`config.mk`:
```
export PLATFORM = sky130hd
export DESIGN_NAME = mem_stage
export DESIGN_NICKNAME = d
export VERILOG_FILES = /design/src/rtl/mips32_pkg.sv /design/src/rtl/mem_stage_lane.sv /design/src/rtl/mem_stage.sv
export SDC_FILE = /design/constraint.sdc
export NUM_CORES = 1
export LEC_CHECK = 0
export ABC_AREA = 1
export CAP_MARGIN = 20
export CORE_AREA = 3 3 180 182
export DETAILED_ROUTE_END_ITERATION = 6
export DIE_AREA = 0 0 183 185
export PLACE_DENSITY = 0.65
export SYNTH_ARGS = -nofsm -noshare
export SYNTH_HDL_FRONTEND = slang
export SYNTH_SLANG_ARGS = --single-unit
```
`constraint.sdc`:
```
create_clock -name clk -period 5.65 [get_ports clk]
set_input_delay 0.8475 -clock clk [delete_from_list [all_inputs] [get_ports clk]]
set_output_delay 0.8475 -clock clk [all_outputs]
set_load 0.05 [all_outputs]
```
`src/rtl/mips32_pkg.sv`:
```
// Shared mips32 defines: memory-stage ALU op codes, exception codes and
// the memory-access FSM state encoding.
package mips32_pkg;

    localparam logic [7:0] OP_NOP = 8'h11;
    localparam logic [7:0] OP_LB  = 8'h90;
    localparam logic [7:0] OP_LBU = 8'h91;
    localparam logic [7:0] OP_LH  = 8'h92;
    localparam logic [7:0] OP_LHU = 8'h93;
    localparam logic [7:0] OP_LW  = 8'h94;
    localparam logic [7:0] OP_SB  = 8'h98;
    localparam logic [7:0] OP_SH  = 8'h99;
    localparam logic [7:0] OP_SW  = 8'h9A;

    localparam logic [4:0] EXC_NONE = 5'h10;
    localparam logic [4:0] EXC_ADEL = 5'h04;
    localparam logic [4:0] EXC_ADES = 5'h05;

    typedef enum logic [1:0] {
        S_IDLE = 2'd0,
        S_WAIT = 2'd1,
        S_DONE = 2'd2
    } mem_state_t;

    function automatic logic is_mem_op(input logic [7:0] op);
        case (op)
            OP_LB, OP_LBU, OP_LH, OP_LHU, OP_LW,
            OP_SB, OP_SH, OP_SW: is_mem_op = 1'b1;
            default:             is_mem_op = 1'b0;
        endcase
    endfunction

    // Alignment check on the effective address; EXC_NONE when aligned.
    function automatic logic [4:0] align_exc(input logic [7:0] op, input logic [1:0] a);
        case (op)
            OP_LH, OP_LHU: align_exc = a[0]       ? EXC_ADEL : EXC_NONE;
            OP_LW:         align_exc = (a != 2'b00) ? EXC_ADEL : EXC_NONE;
            OP_SH:         align_exc = a[0]       ? EXC_ADES : EXC_NONE;
            OP_SW:         align_exc = (a != 2'b00) ? EXC_ADES : EXC_NONE;
            default:       align_exc = EXC_NONE;
        endcase
    endfunction

endpackage

```
`src/rtl/mem_stage_lane.sv`:
```
// Byte-lane logic: store byte-enable/data replication and little-endian
// load lane extraction with sign/zero extension.
module mem_lane
    import mips32_pkg::*;
(
    input  logic [7:0]  aluop_i,
    input  logic [1:0]  addr_lo_i,
    input  logic [31:0] din_i,
    input  logic [31:0] rdata_i,
    output logic        we_o,
    output logic [3:0]  be_o,
    output logic [31:0] wdata_o,
    output logic [31:0] ldata_o
);

    logic [7:0]  byte_sel;
    logic [15:0] half_sel;

    always_comb begin
        byte_sel = rdata_i[{addr_lo_i, 3'b000} +: 8];
        half_sel = addr_lo_i[1] ? rdata_i[31:16] : rdata_i[15:0];
        we_o     = 1'b0;
        be_o     = 4'b1111;
        wdata_o  = '0;
        ldata_o  = '0;
        case (aluop_i)
            OP_LB:  ldata_o = {{24{byte_sel[7]}}, byte_sel};
            OP_LBU: ldata_o = {24'h000000, byte_sel};
            OP_LH:  ldata_o = {{16{half_sel[15]}}, half_sel};
            OP_LHU: ldata_o = {16'h0000, half_sel};
            OP_LW:  ldata_o = rdata_i;
            OP_SB: begin
                we_o    = 1'b1;
                be_o    = 4'b0001 << addr_lo_i;
                wdata_o = {4{din_i[7:0]}};
            end
            OP_SH: begin
                we_o    = 1'b1;
                be_o    = addr_lo_i[1] ? 4'b1100 : 4'b0011;
                wdata_o = {2{din_i[15:0]}};
            end
            OP_SW: begin
                we_o    = 1'b1;
                wdata_o = din_i;
            end
            default: be_o = 4'b1111;
        endcase
    end

endmodule

```
`src/rtl/mem_stage.sv`:
```
// MIPS32 memory stage: pass-through of non-memory ops, alignment/incoming
// exceptions, and a stalling request/ack data-bus access FSM.
module mem_stage
    import mips32_pkg::*;
(
    input  logic        clk,
    input  logic        rst,
    input  logic [7:0]  mem_aluop,
    input  logic [4:0]  mem_wa,
    input  logic [31:0] mem_wd,
    input  logic        mem_wreg,
    input  logic        mem_mreg,
    input  logic        mem_whilo,
    input  logic [31:0] mem_din,
    input  logic [63:0] mem_hilo,
    input  logic [31:0] mem_pc,
    input  logic        mem_in_delay,
    input  logic [4:0]  mem_exccode,
    input  logic        flush,
    output logic        dm_req,
    output logic        dm_we,
    output logic [3:0]  dm_be,
    output logic [31:0] dm_addr,
    output logic [31:0] dm_wdata,
    input  logic        dm_ack,
    input  logic [31:0] dm_rdata,
    output logic [4:0]  wb_wa,
    output logic        wb_wreg,
    output logic [31:0] wb_wd,
    output logic        wb_whilo,
    output logic [63:0] wb_hilo,
    output logic        stallreq_mem,
    output logic [4:0]  exc_code,
    output logic [31:0] exc_pc,
    output logic        exc_in_delay,
    output logic [31:0] exc_badvaddr
);

    mem_state_t  state_q, state_d;
    logic [7:0]  aluop_q;
    logic [4:0]  wa_q;
    logic [31:0] addr_q, din_q, rdata_q;
    logic        wreg_q, mreg_q, kill_q;

    logic        idle, exc_in, exc_any, start;
    logic [4:0]  align_code;
    logic [7:0]  l_aluop;
    logic [31:0] l_addr, l_din;
    logic        lane_we;
    logic [3:0]  lane_be;
    logic [31:0] lane_wdata, lane_ldata;

    assign idle       = (state_q == S_IDLE);
    assign align_code = align_exc(mem_aluop, mem_wd[1:0]);
    assign exc_in     = (mem_exccode != EXC_NONE);
    assign exc_any    = idle && (exc_in || align_code != EXC_NONE);
    assign start      = idle && is_mem_op(mem_aluop) && !exc_any && !flush;

    // The lane sees live inputs on the launch cycle, captured values afterwards.
    assign l_aluop = idle ? mem_aluop : aluop_q;
    assign l_addr  = idle ? mem_wd    : addr_q;
    assign l_din   = idle ? mem_din   : din_q;

    mem_lane u_lane (
        .aluop_i   (l_aluop),
        .addr_lo_i (l_addr[1:0]),
        .din_i     (l_din),
        .rdata_i   (rdata_q),
        .we_o      (lane_we),
        .be_o      (lane_be),
        .wdata_o   (lane_wdata),
        .ldata_o   (lane_ldata)
    );

    always_comb begin
        state_d      = state_q;
        dm_req       = 1'b0;
        dm_we        = 1'b0;
        dm_be        = '0;
        dm_addr      = '0;
        dm_wdata     = '0;
        stallreq_mem = 1'b0;
        wb_wa        = mem_wa;
        wb_wreg      = mem_wreg;
        wb_wd        = mem_wd;
        wb_whilo     = mem_whilo;
        wb_hilo      = mem_hilo;
        exc_code     = EXC_NONE;
        exc_pc       = mem_pc;
        exc_in_delay = mem_in_delay;
        exc_badvaddr = '0;
        case (state_q)
            S_IDLE: begin
                if (exc_any) begin
                    wb_wreg      = 1'b0;
                    wb_whilo     = 1'b0;
                    exc_code     = exc_in ? mem_exccode : align_code;
                    exc_badvaddr = exc_in ? '0 : mem_wd;
                end else if (start) begin
                    dm_req       = 1'b1;
                    dm_we        = lane_we;
                    dm_be        = lane_be;
                    dm_addr      = {l_addr[31:2], 2'b00};
                    dm_wdata     = lane_wdata;
                    stallreq_mem = 1'b1;
                    wb_wreg      = 1'b0;
                    wb_whilo     = 1'b0;
                    state_d      = dm_ack ? S_DONE : S_WAIT;
                end
            end
            S_WAIT: begin
                dm_req       = 1'b1;
                dm_we        = lane_we;
                dm_be        = lane_be;
                dm_addr      = {l_addr[31:2], 2'b00};
                dm_wdata     = lane_wdata;
                stallreq_mem = 1'b1;
                wb_wa        = wa_q;
                wb_wreg      = 1'b0;
                wb_whilo     = 1'b0;
                if (dm_ack) state_d = S_DONE;
            end
            S_DONE: begin
                wb_wa    = wa_q;
                wb_wd    = mreg_q ? lane_ldata : addr_q;
                wb_wreg  = wreg_q && !lane_we && !kill_q && !flush;
                wb_whilo = 1'b0;
                wb_hilo  = '0;
                state_d  = S_IDLE;
            end
            default: state_d = S_IDLE;
        endcase
    end

    always_ff @(posedge clk) begin
        if (rst) begin
            state_q <= S_IDLE;
            aluop_q <= '0;
            wa_q    <= '0;
            addr_q  <= '0;
            din_q   <= '0;
            wreg_q  <= 1'b0;
            mreg_q  <= 1'b0;
            rdata_q <= '0;
            kill_q  <= 1'b0;
        end else begin
            state_q <= state_d;
            if (start) begin
                aluop_q <= mem_aluop;
                wa_q    <= mem_wa;
                addr_q  <= mem_wd;
                din_q   <= mem_din;
                wreg_q  <= mem_wreg;
                mreg_q  <= mem_mreg;
            end
            if ((start || state_q == S_WAIT) && dm_ack) rdata_q <= dm_rdata;
            if (state_d == S_IDLE)                     kill_q <= 1'b0;
            else if (state_q == S_WAIT && flush)       kill_q <= 1'b1;
        end
    end

endmodule
```
=== Yosys cells after proc, flatten, opt, wreduce, memory -nomap -nowiden ===
Index checks and enable logic that the tools add are counted.
Widths: inputs -> output; s select.

* Input port bits: 218
* Word-level logic and storage cells: 105
* Register bits: 114

* Reduce and logical (&&, ||, !) cells: 23
* Shifts and indexed selects: 2
* Equal/unequal tests: 20
* Mux-type cells: 51

{| class="wikitable"
|+ Operators with widths
! operator !! count
|-
| $mux 32 || 11
|-
| $pmux 32 s5 || 1
|-
| $eq 8x8->1 const B || 16
|-
| $pmux 32 s2 || 2
|-
| $pmux 32 s3 || 1
|-
| $mux 64 || 1
|-
| $mux 5 || 8
|-
| $shiftx 32x6->8 || 1
|-
| $pmux 5 s4 || 1
|-
| $mux 16 || 1
|-
| $pmux 4 s2 || 2
|-
| $mux 4 || 3
|-
| $mux 1 || 10
|-
| $ne 5x5->1 const B || 2
|-
| $logic_and 1x1->1 || 9
|-
| $mux 2 || 4
|-
| $mux 8 || 1
|-
| $reduce_or 8->1 || 1
|-
| $pmux 1 s2 || 3
|-
| $reduce_or 2->1 || 3
|-
| $logic_not 1->1 || 4
|-
| $logic_not 2->1 || 2
|-
| $pmux 2 s2 || 1
|-
| $shl 1x2->4 const A || 1
|-
| other kinds (6) || 7
|}

=== Logic depth before layout (Yosys ltp) ===
* Depth after elaboration: 14
* Gate-level depth with buffers: 17

=== Cells and area by module ===
A second synthesis with hierarchy kept.

* Cell total of the unflattened synthesis: 1569
* Area total of the unflattened synthesis: 8873.5 um^2

{| class="wikitable"
|+ Modules (own cells, without submodules)
! module !! cells each !! area each (um^2) !! instances
|-
| mem_stage || 1213 || 7220.7 || 1
|-
| mem_lane || 356 || 1652.8 || 1
|}

=== Worst setup path before layout ===
No wires, ideal clock.

* Path kind: input to output
* Start point: in mem_wd[0]
* End point: out dm_addr[25]
* Data arrival time: 3.176 ns
* Data required time: 4.803 ns
* Path slack: 1.627 ns
* Stages: 10
* Cell sequence: or2_1 > nand3_1 > nand2_2 > nor2_4 > nand2_2 > nor2_4 > nor2_4 > buf_2 > buf_2 > a211oi_1

* Cells in the longest elaborated chain, start to end: 12
* Elaborated cells between the ends (all ways): 15
* Those cells by class: eq/ne: 1; mux: 8; reduce/logical: 6

{| class="wikitable"
|+ RTL lines
! what !! RTL line !! text
|-
| start, declared || mem_stage.sv:10 || <nowiki>input logic [31:0] mem_wd,</nowiki>
|-
| $reduce_bool 2->1 || mips32_pkg.sv:37, mips32_pkg.sv:39 ||
|-
| $mux 5 (on tied branches) || mips32_pkg.sv:39, mips32_pkg.sv:37 ||
|-
| $pmux 5 s4 (*) || mips32_pkg.sv:35 || <nowiki>case (op)</nowiki>
|-
| $ne 5x5->1 (*) || mem_stage.sv:56 || <nowiki>assign exc_any = idle && (exc_in || align_code != EXC_NONE);</nowiki>
|-
| $logic_or 1x1->1 (*) || mem_stage.sv:56 ||
|-
| $logic_and 1x1->1 (*) || mem_stage.sv:56 ||
|-
| $logic_not 1->1 || mem_stage.sv:57 || <nowiki>assign start = idle && is_mem_op(mem_aluop) && !exc_any && !flush;</nowiki>
|-
| $logic_and 1x1->1 (2 in series) || mem_stage.sv:57 ||
|-
| $mux 32 || mem_stage.sv:99 || <nowiki>end else if (start) begin</nowiki>
|-
| $mux 32 (*) || mem_stage.sv:94 || <nowiki>if (exc_any) begin</nowiki>
|-
| $pmux 32 s2 (*) || mem_stage.sv:92 || <nowiki>case (state_q)</nowiki>
|-
| end, declared || mem_stage.sv:23 || <nowiki>output logic [31:0] dm_addr,</nowiki>
|}

Every way passes the cells marked *; elsewhere a longest branch is shown, timed or not.

=== Worst setup path in the final report ===
* Start point: reg state_q[0]
* End point: out wb_wd[2]

* Cells in the longest elaborated chain, start to end: 6
* Elaborated cells between the ends (all ways): 14
* Those cells by class: eq/ne: 6; shift: 1; mux: 6; reduce/logical: 1

{| class="wikitable"
|+ RTL lines
! what !! RTL line !! text
|-
| start, declared || mem_stage.sv:39 || <nowiki>mem_state_t state_q, state_d;</nowiki>
|-
| start signal, assigned || mem_stage.sv:147 || <nowiki>state_q <= state_d;</nowiki>
|-
| $logic_not 2->1 || mem_stage.sv:53 || <nowiki>assign idle = (state_q == S_IDLE);</nowiki>
|-
| $mux 32 / $mux 8 (equally long branches) || mem_stage.sv:61, mem_stage.sv:60 ||
|-
| $shiftx 32x6->8, or another cell as far along || mem_stage_lane.sv:20 || <nowiki>byte_sel = rdata_i[{addr_lo_i, 3'b000} +: 8];</nowiki>
|-
| $pmux 32 s5 || mem_stage_lane.sv:26 || <nowiki>case (aluop_i)</nowiki>
|-
| $mux 32 || mem_stage.sv:125 || <nowiki>wb_wd = mreg_q ? lane_ldata : addr_q;</nowiki>
|-
| $mux 32 (*) || mem_stage.sv:92 ||
|-
| end, declared || mem_stage.sv:29 || <nowiki>output logic [31:0] wb_wd,</nowiki>
|}

Marked as above.

==> impl_metrics.toml <==
[drt]
drtAntennaViolNets = 0
drt-pass1-iter-count = 5
drc = 0
wl_um = 37800
via_per_inst = 4.79
drt_first_iter_violations = 597
detail_route.wl_per_cell_um = 18.2
vias = 9957

[power]
power_frac_seq = 0.334
p_leak_nw = 5.71
p_switching_mw = 0.765
switching_share = 0.318
power.internal_mw = 1.64
clockPowerShare = 0.454
peakVddDrop_v = 0.000167
p_total_mw = 2.41
powerDensity_nw_per_um2 = 190
p_comb_frac = 0.212

[timing]
finalHoldViolations = 0
fmax_mhz = 206
drv_slew = 0
timing.setup.tns_ns = 0
finClkSkew_ns = 0.0144
setup_violations = 0
slew_headroom = 0.312
post-route-period-util = 0.858
grt_setup_unrepaired = "false"
worstMarginPinSlew_ns = 1.03
period_needed_ns = 4.85
worst_slack_ns = 0.802

[clocking]
cts_max_level = 4
cts.reportedPaths.clkPinSlew_ns = 0.06
cts_buffer_depth = 2
tritoncts = "done"
root_buffer = "clkbuf_16"
clock_latency_ns = 0.43
cts_resized = 0
cts_buffers = 17
cts_setup_buffers = 0
cts_hold_buf = 0
clkSinkCount = 114

[global_route]
grt_use_total = 0.214
grt_max_degree = 100
grt_pass1_vias = 9756
grt.overflow.total = 0
antenna_found_initial = 3
grt_pass1_wl_um = 56500

[floorplan]
core_um2 = 30700
die_x_um = 183
start_util = 0.263
dieHeight_um = 185
dieArea_um2 = 33900
ioPinCount = 462
rows = 64

[final_layout]
area_delta_synth_final_pct = 56.9
drive_above_1_share = 0.0928
final_nets = 1890
final_core_util = 0.413

[synth]
synth_most_common_cell = "nand2_1"
synth_area_um2 = 8100
synth_edf_count = 0
synth-main-ff-cell = "dfxtp_1"
ys_warn_count = 0
synth.avg_cell_area_um2 = 5.94
ys_types = 42
synth_top_cells_by_count = "308 x nand2_1, 236 x nor2_1, 152 x inv_1, 137 x o21ai_0, 114 x dfxtp_1"
synth_seq_cells = 114
synthCells = 1365
synth_largest_area_cell = "dfxtp_1"
synthTopCellsByArea = "dfxtp_1 28%, nand2_1 14%, nor2_1 11%, o21ai_0 8.5%, inv_1 7.0%"
async_flop_share = 0
synth_top_area_share = 0.282
synth_seq_area_share = 0.282

[worst_setup_path]
end_kind = "output port"
cp_max_fo = 57
critPathSlowestCell = "clkdlybuf4s50_1"
critPathLaunchType = "register"
critPathKind = "register to output port"
arrival_ns = 4.00
crit_chain = "inv_1 -> ha_4 -> buf_4 -> nor3_1 -> nand3_1 -> o21ai_4 -> nand2_4 -> nor2_1 -> nand2_1 -> o211ai_1 -> nand2_1 -> a22oi_1 -> clkdlybuf4s50_1"
cpMostUsedCell = "nand2_1"
crit_path_start = "state_q[0]"
cp.required_ns = 4.80
critPathMaxStageDelay_ns = 0.90
r2r-start = "state_q[0]"

[flow_run]
max_cap_violations = 0

[worst_hold_path]
min-delay-start = "aluop_q[6]"
hp-class = "register to register"

[outcome]
run_status = "complete, no violations"

[place]
dp_hpwl_um = 29100
dp_worst_setup_slack_ns = 0.921
gp_congestion = 0.926
port_buffers = 393
[final timing paths]
path	end	slack, ns	cells past startpoint
worst max register to register	kill_q	1.79	13
worst max-delay path	wb_wd[2]	0.80	13
worst min-delay path	aluop_q[6]	0.45	2
worst min register to register	aluop_q[6]	0.45	2
[kinds of logic (layout without fill, tap and decap cells)]
group / Yosys count / count (layout) / synth area share
other: 1 / 4 / 0.000463
buffers and inverters: 290 / 605 / 0.163
and+or+nand+nor: 634 / 634 / 0.321
adders and majority gates: 4 / 4 / 0.00618
DFF: 114 / 114 / 0.282
AOI/OAI and AO/OA: 322 / 322 / 0.227
[power by group through the flow]
stage	registers [mW]	clock network, mW	logic [mW]
floorplan	0.822	0	0.319
global placement	0.823	0	0.512
detailed placement	0.823	0	0.514
CTS	0.804	1.11	0.516
global route	0.804	1.15	0.543
finish	0.805	1.09	0.512
[sequential cells by signal (all words and copies together), names as in the netlist]
signal,count
state_q,2
kill_q,1
aluop_q,8
wreg_q,1
mreg_q,1
rdata_q,32
addr_q,32
din_q,32
wa_q,5
[metrics by stage]
| step | hold WS (ns) | instances | area (um2) |
|---|---|---|---|
| after CTS | 0.447 | 2077 | 12700 |
| after global placement | 0.428 | 2045 | 12100 |
| after global routing | 0.475 | 2079 | 12700 |
| after detailed placement | 0.433 | 2045 | 12100 |
| after floorplan | 0.419 | 1366 | 8110 |
| final | 0.447 | 2079 | 12700 |
[routing by layer]
metal,track usage,part of all wire,up-vias
met5,0,0.00029,-
met4,0.0756,0.033,2
met2,0.358,0.47,437
met1,0.267,0.42,4539
met3,0.0575,0.081,66
li1,-,-,4913
[final cells by class]
type,instances,area (um2)
multi-input combinational,962,4510
antenna,2,5.00
timing repair buffer,409,4210
fill,3234,18000
clock inverter,15,160
tap,396,495
inverter,164,619
clock buffer,17,425
sequential,114,2280
[critical path: cells and delay by family (launching register included)]
family / cells / cell delay, ns
flops: 1 / 0.41
buf+inv: 3 / 1.35
compound gates: 3 / 0.45
fa+ha+maj: 1 / 0.24
simple gates: 6 / 1.11
[cell usage in the layout (no fill, tap or decap), types with 3 or more instances in the layout]
cell,instances
o211ai_1,7
o21ai_1,12
a22oi_1,24
inv_6,7
nor2_4,5
nand4_1,5
a22oi_2,7
inv_8,4
nor2_1,236
o21ai_0,137
nand2_1,308
clkdlybuf4s50_1,334
buf_12,24
buf_4,51
a21oi_1,103
nor3_1,28
inv_2,10
nand2_4,3
a211oi_1,24
clkinv_2,3
clkbuf_16,17
nand3_1,31
dfxtp_1,114
nand2_2,7
inv_1,150
Note: power is estimated with default switching activity, not from simulation.
